--- src/rtl/filter_run_ctrl.sv ---
// Run sequencer: primes the filter, gates dp_enable for cmd_len samples, drains, then reports detection stats.
// dp_enable follows smp_valid combinationally in RUN; commands are taken only in IDLE (cmd_ready), abort preempts any active phase.
module filter_run_ctrl #(
  parameter int LEN_W         = 16,
  parameter int FLUSH_SAMPLES = 8,
  parameter int DRAIN_CYCLES  = 6,
  parameter int CNT_W         = 16
) (
  input  logic             clk,
  input  logic             reset,
  input  logic             cmd_valid,
  output logic             cmd_ready,
  input  logic [LEN_W-1:0] cmd_len,
  input  logic             cmd_abort,
  input  logic             smp_valid,
  output logic             dp_enable,
  input  logic             detected_in,
  output logic             busy,
  output logic             done,
  output logic             aborted,
  output logic [CNT_W-1:0] det_count,
  output logic             det_seen,
  output logic [LEN_W-1:0] first_det_idx
);

  localparam int FL_LAST = (FLUSH_SAMPLES > 0) ? FLUSH_SAMPLES - 1 : 0;
  localparam int DR_LAST = (DRAIN_CYCLES > 0) ? DRAIN_CYCLES - 1 : 0;
  localparam int FL_W    = (FL_LAST > 0) ? $clog2(FL_LAST + 1) : 1;
  localparam int DR_W    = (DR_LAST > 0) ? $clog2(DR_LAST + 1) : 1;

  typedef enum logic [2:0] {IDLE, FLUSH, RUN, DRAIN, DONE} state_t;

  state_t           state_q, state_d;
  logic [LEN_W-1:0] len_q, len_d;
  logic [LEN_W-1:0] run_idx_q, run_idx_d;
  logic [LEN_W-1:0] first_det_idx_q, first_det_idx_d;
  logic [FL_W-1:0]  flush_cnt_q, flush_cnt_d;
  logic [DR_W-1:0]  drain_cnt_q, drain_cnt_d;
  logic [CNT_W-1:0] det_count_q, det_count_d;
  logic             det_prev_q, det_prev_d;
  logic             det_seen_q, det_seen_d;
  logic             aborted_q, aborted_d;
  logic             det_edge;
  logic             det_window;

  assign cmd_ready     = (state_q == IDLE);
  assign busy          = (state_q != IDLE);
  assign done          = (state_q == DONE);
  assign dp_enable     = (state_q == RUN) & smp_valid & ~cmd_abort;
  assign aborted       = aborted_q;
  assign det_count     = det_count_q;
  assign det_seen      = det_seen_q;
  assign first_det_idx = first_det_idx_q;

  assign det_edge   = detected_in & ~det_prev_q;
  assign det_window = (state_q == RUN) | (state_q == DRAIN);

  always_comb begin
    state_d         = state_q;
    len_d           = len_q;
    run_idx_d       = run_idx_q;
    flush_cnt_d     = flush_cnt_q;
    drain_cnt_d     = drain_cnt_q;
    det_count_d     = det_count_q;
    det_seen_d      = det_seen_q;
    first_det_idx_d = first_det_idx_q;
    aborted_d       = aborted_q;
    det_prev_d      = detected_in;

    case (state_q)
      IDLE: begin
        if (cmd_valid) begin
          len_d           = cmd_len;
          run_idx_d       = '0;
          flush_cnt_d     = '0;
          drain_cnt_d     = '0;
          det_count_d     = '0;
          det_seen_d      = 1'b0;
          first_det_idx_d = '0;
          aborted_d       = 1'b0;
          det_prev_d      = 1'b0;
          state_d         = (cmd_len == '0) ? DONE : FLUSH;
        end
      end
      FLUSH: begin
        if (cmd_abort) begin
          aborted_d = 1'b1;
          state_d   = DONE;
        end else if (FLUSH_SAMPLES == 0) begin
          state_d = RUN;
        end else if (smp_valid) begin
          if (flush_cnt_q == FL_W'(FL_LAST)) state_d = RUN;
          else flush_cnt_d = flush_cnt_q + FL_W'(1);
        end
      end
      RUN: begin
        if (cmd_abort) begin
          aborted_d = 1'b1;
          state_d   = DONE;
        end else if (smp_valid) begin
          // run_idx ends at len, which is what a first detection in DRAIN reports
          run_idx_d = run_idx_q + LEN_W'(1);
          if (run_idx_q == len_q - LEN_W'(1)) state_d = DRAIN;
        end
      end
      DRAIN: begin
        if (cmd_abort) begin
          aborted_d = 1'b1;
          state_d   = DONE;
        end else if ((DRAIN_CYCLES == 0) || (drain_cnt_q == DR_W'(DR_LAST))) begin
          state_d = DONE;
        end else begin
          drain_cnt_d = drain_cnt_q + DR_W'(1);
        end
      end
      DONE: state_d = IDLE;
      default: state_d = IDLE;
    endcase

    if (det_window && det_edge) begin
      if (det_count_q != '1) det_count_d = det_count_q + CNT_W'(1);
      if (!det_seen_q) begin
        det_seen_d      = 1'b1;
        first_det_idx_d = run_idx_q;
      end
    end
  end

  always_ff @(posedge clk or negedge reset) begin
    if (!reset) begin
      state_q         <= IDLE;
      len_q           <= '0;
      run_idx_q       <= '0;
      flush_cnt_q     <= '0;
      drain_cnt_q     <= '0;
      det_count_q     <= '0;
      det_seen_q      <= 1'b0;
      first_det_idx_q <= '0;
      aborted_q       <= 1'b0;
      det_prev_q      <= 1'b0;
    end else begin
      state_q         <= state_d;
      len_q           <= len_d;
      run_idx_q       <= run_idx_d;
      flush_cnt_q     <= flush_cnt_d;
      drain_cnt_q     <= drain_cnt_d;
      det_count_q     <= det_count_d;
      det_seen_q      <= det_seen_d;
      first_det_idx_q <= first_det_idx_d;
      aborted_q       <= aborted_d;
      det_prev_q      <= det_prev_d;
    end
  end

endmodule

--- config.mk ---
export PLATFORM = sky130hd
export DESIGN_NAME = filter_run_ctrl
export DESIGN_NICKNAME = d
export VERILOG_FILES = /design/src/rtl/filter_run_ctrl.sv
export SDC_FILE = /design/constraint.sdc
export NUM_CORES = 1
export LEC_CHECK = 0
export CAP_MARGIN = 10
export CORE_MARGIN = 2
export CORE_UTILIZATION = 54
export DETAILED_ROUTE_END_ITERATION = 6
export PLACE_DENSITY = 0.87
export SLEW_MARGIN = 20
export SYNTH_ARGS = -nofsm -noshare
export SYNTH_HDL_FRONTEND = slang
export SYNTH_SLANG_ARGS = --single-unit
--- constraint.sdc ---
create_clock -name clk -period 2.7 [get_ports clk]
set_input_delay 0.27 -clock clk [delete_from_list [all_inputs] [get_ports clk]]
set_output_delay 0.27 -clock clk [all_outputs]
set_load 0.01 [all_outputs]
==> out/metrics.csv, run 1 <==
metric,value,unit
Mapped Nets,461,
Initial Utilization,55.6,%
setup repair after global routing missed its margin,false,
fraction of registers with async set/reset,100,%
sw frac,37.6,%
Total Wirelength,9540,um
overall die width,90.4,um
Leakage,2.18,nW
Worst Tran Pin Value,1.04,ns
Synth Register Bits,76,
port bufs,59,
number of buffers created by CTS,9,
H-Tree Depth,3,
clock slew at reported path FFs,0.08,ns
Root Driver,clkbuf_8,
"non-filler cells, final",590,
"EDFF count, synth",0,
Fmax,398,MHz
drt first pass iters,6,
Synth Warn #,0,
WL/cell,16.2,um
Post-DP HPWL,6610,um
clk_lat worst skew,0.35,ns
Placement Setup Slack,0.285,ns
Clock Sinks,76,
Overflow after GRT,0,
Die Ht,90.4,um
CP required,2.98,ns
"Seq/Total Area, Yosys",47.2,%
via count,3492,
mapped cell area,0.00403,mm^2
Hold WC Path Type,input pin to asynchronous set/reset pin,
initial DRC count,218,
combinational power share,34.2,%
most common flop cell mapped by yosys,dfrtp_1,
Residual DRC,0,
total negative setup slack,0,ns
gpl congestion,0.891,
final setup violation count,0,
Post-Syn Instances,432,
antenna diode count,0,
total track usage,24.6,%
largest net degree at the start of global routing,77,
share of the core filled with cells,67.8,%
max cap viols,0,
"Distinct cells, synth",51,
CP Class,flop to flop,
"top cells by area, synth","dfrtp_1 47%, nand2_1 6.9%, xor2_1 5.4%, nor2_1 3.7%, a22o_1 3.7%",
Slew HR,30.6,%
clk buf depth,2,
top cell type by total area after synthesis,dfrtp_1,
PnR worst setup slack,0.188,ns
ratio of final minimum period to clock period,93.0,%
Crit path arrival time,2.79,ns
share of layout cells above drive strength 1,5.70,%
Routed Antenna Nets,0,
Final min period,2.51,ns
CP Max Fanout,6,
Psw,1.47,mW
Clk network pwr share,25.1,%
Avg Vias per Cell,5.92,
# placed instances,574,
startpoint types,flop,
I/O Pins,60,
# resized after CTS,0,
cts hold-fix bufs,0,
"Hold Violations, Final",0,
vias in the first global route,3492,
filler cell count,583,
core outline area,0.00725,mm^2
nets,515,
Crit-path slowest cell,nor4_1,
Int Pwr,2.45,mW
P&R area growth vs syn,21.9,%
setup repair bufs after CTS,0,
crit-path cells,nor4_1 -> nand4_1 -> or3b_1 -> a211oi_1 -> o211ai_1 -> o21ai_1,
crit end category,flop,
CTS tree,built,
clock skew,0.00750,ns
# rows,31,
Final Slew Violations,0,
Synth top area share,47.2,%
most frequent cells in the layout,"76 x dfrtp_1, 74 x nand2_1, 58 x clkdlybuf4s50_1",
register share of total power,40.7,%
"commonest non-fill, non-tap cell in the layout",dfrtp_1,
Max stage delay on crit path,0.60,ns
power per standard cell area,797,mW/mm^2
worst vdd ir,0.000320,V
initial antenna violation count,0,
Die ar.,0.00817,mm^2
first-pass GRT wire length,16400,um
outcome,"finished, final reports clean",
syn avg cell area,9.33,um^2
==> critical path, delay by kind of cell (launching register included) <==
family | cells | cell delay (ns)
AOI/OAI and AO/OA | 3 | 0.66
DFF | 1 | 0.45
and+or+nand+nor | 3 | 1.34
==> metrics by stage <==
stage / instance area [um^2] / total power [mW] / hold WS [ns]
2_1_floorplan: 4030 / 2.52 / -0.0256
3_3_place_gp: 4690 / 2.86 / 0.473
3_5_place_dp: 4690 / 2.93 / 0.468
4_1_cts: 4920 / 3.93 / 0.0949
5_1_grt: 4920 / 4.18 / 0.123
6_report: 4920 / 3.92 / 0.0504
==> logic make-up (layout without fill, tap and decap cells) <==
| kind of cell | after synthesis | in the layout | synth area share (%) |
|---|---|---|---|
| AOI/OAI and AO/OA | 70 | 70 | 12.8 |
| xor gates and xnor gates | 42 | 42 | 9.12 |
| adders and majority gates | 7 | 7 | 2.17 |
| buffers and inverters | 32 | 91 | 3.26 |
| DFF | 76 | 76 | 47.2 |
| muxes | 5 | 5 | 1.27 |
| and+or+nand+nor | 200 | 200 | 24.3 |
==> per-layer routing <==
metal	global-route usage [%]	vias to the layer above	part of all wire, %
li1	-	1618	-
met5	0	-	0
met3	6.51	19	5.9
met1	30.8	1726	42
met2	42.4	129	51
met4	6.67	0	1.5
==> cell type report <==
cell class	instances	area, um^2	area share (%)
multi-input combinational	324	2000	40.7
sequential	76	1900	38.7
timing repair buffer	64	626	12.7
clock buffer	11	141	2.88
tap	99	124	2.52
clock inverter	5	83.8	1.70
inverter	11	41.3	0.840
==> registers in the layout, indices dropped and copies added, names as in the netlist, 3 cells and up <==
register / count
drain_cnt_q: 3
len_q: 16
run_idx_q: 16
first_det_idx: 16
det_count: 16
flush_cnt_q: 3
state_q: 3
==> cells in the mapped netlist (9+ instances only) <==
cell       n
nor3_1    10
inv_1     11
xor2_1    25
a21oi_1    9
nor2_1    40
nand3_1   11
nand4_1   15
nand2_1   74
dfrtp_1   76
a22o_1    17
clkbuf_1  14
o21ai_0   16
xnor2_1   17
==> final timing paths <==
kind | slack, ns | startpoint | endpoint | cells past startpoint
max | 0.19 | len_q[8] | state_q[0] | 6
min | 0.05 | reset | len_q[12] | 1
max reg2reg | 0.19 | len_q[8] | state_q[0] | 6
min reg2reg | 0.50 | first_det_idx[3] | first_det_idx[3] | 1
max in group asynchronous | 2.04 | reset | first_det_idx[3] | 1
min in group clk | 0.47 | cmd_len[15] | len_q[15] | 3
==> power by group through the flow <==
stage	clock, mW	combinational, mW	sequential [mW]
after floorplan	0	1.00	1.52
after global placement	0	1.27	1.60
after detailed placement	0	1.32	1.60
after CTS	0.997	1.34	1.59
after global routing	1.05	1.49	1.63
final	0.983	1.34	1.59
Power figures use the tool's default switching activity.
==> run 2: changes to the inputs <==
TNS_END_PERCENT = 100   (was default)
==> results of run 2 <==
Final layout, timing and power as in run 1 (identical DEF).
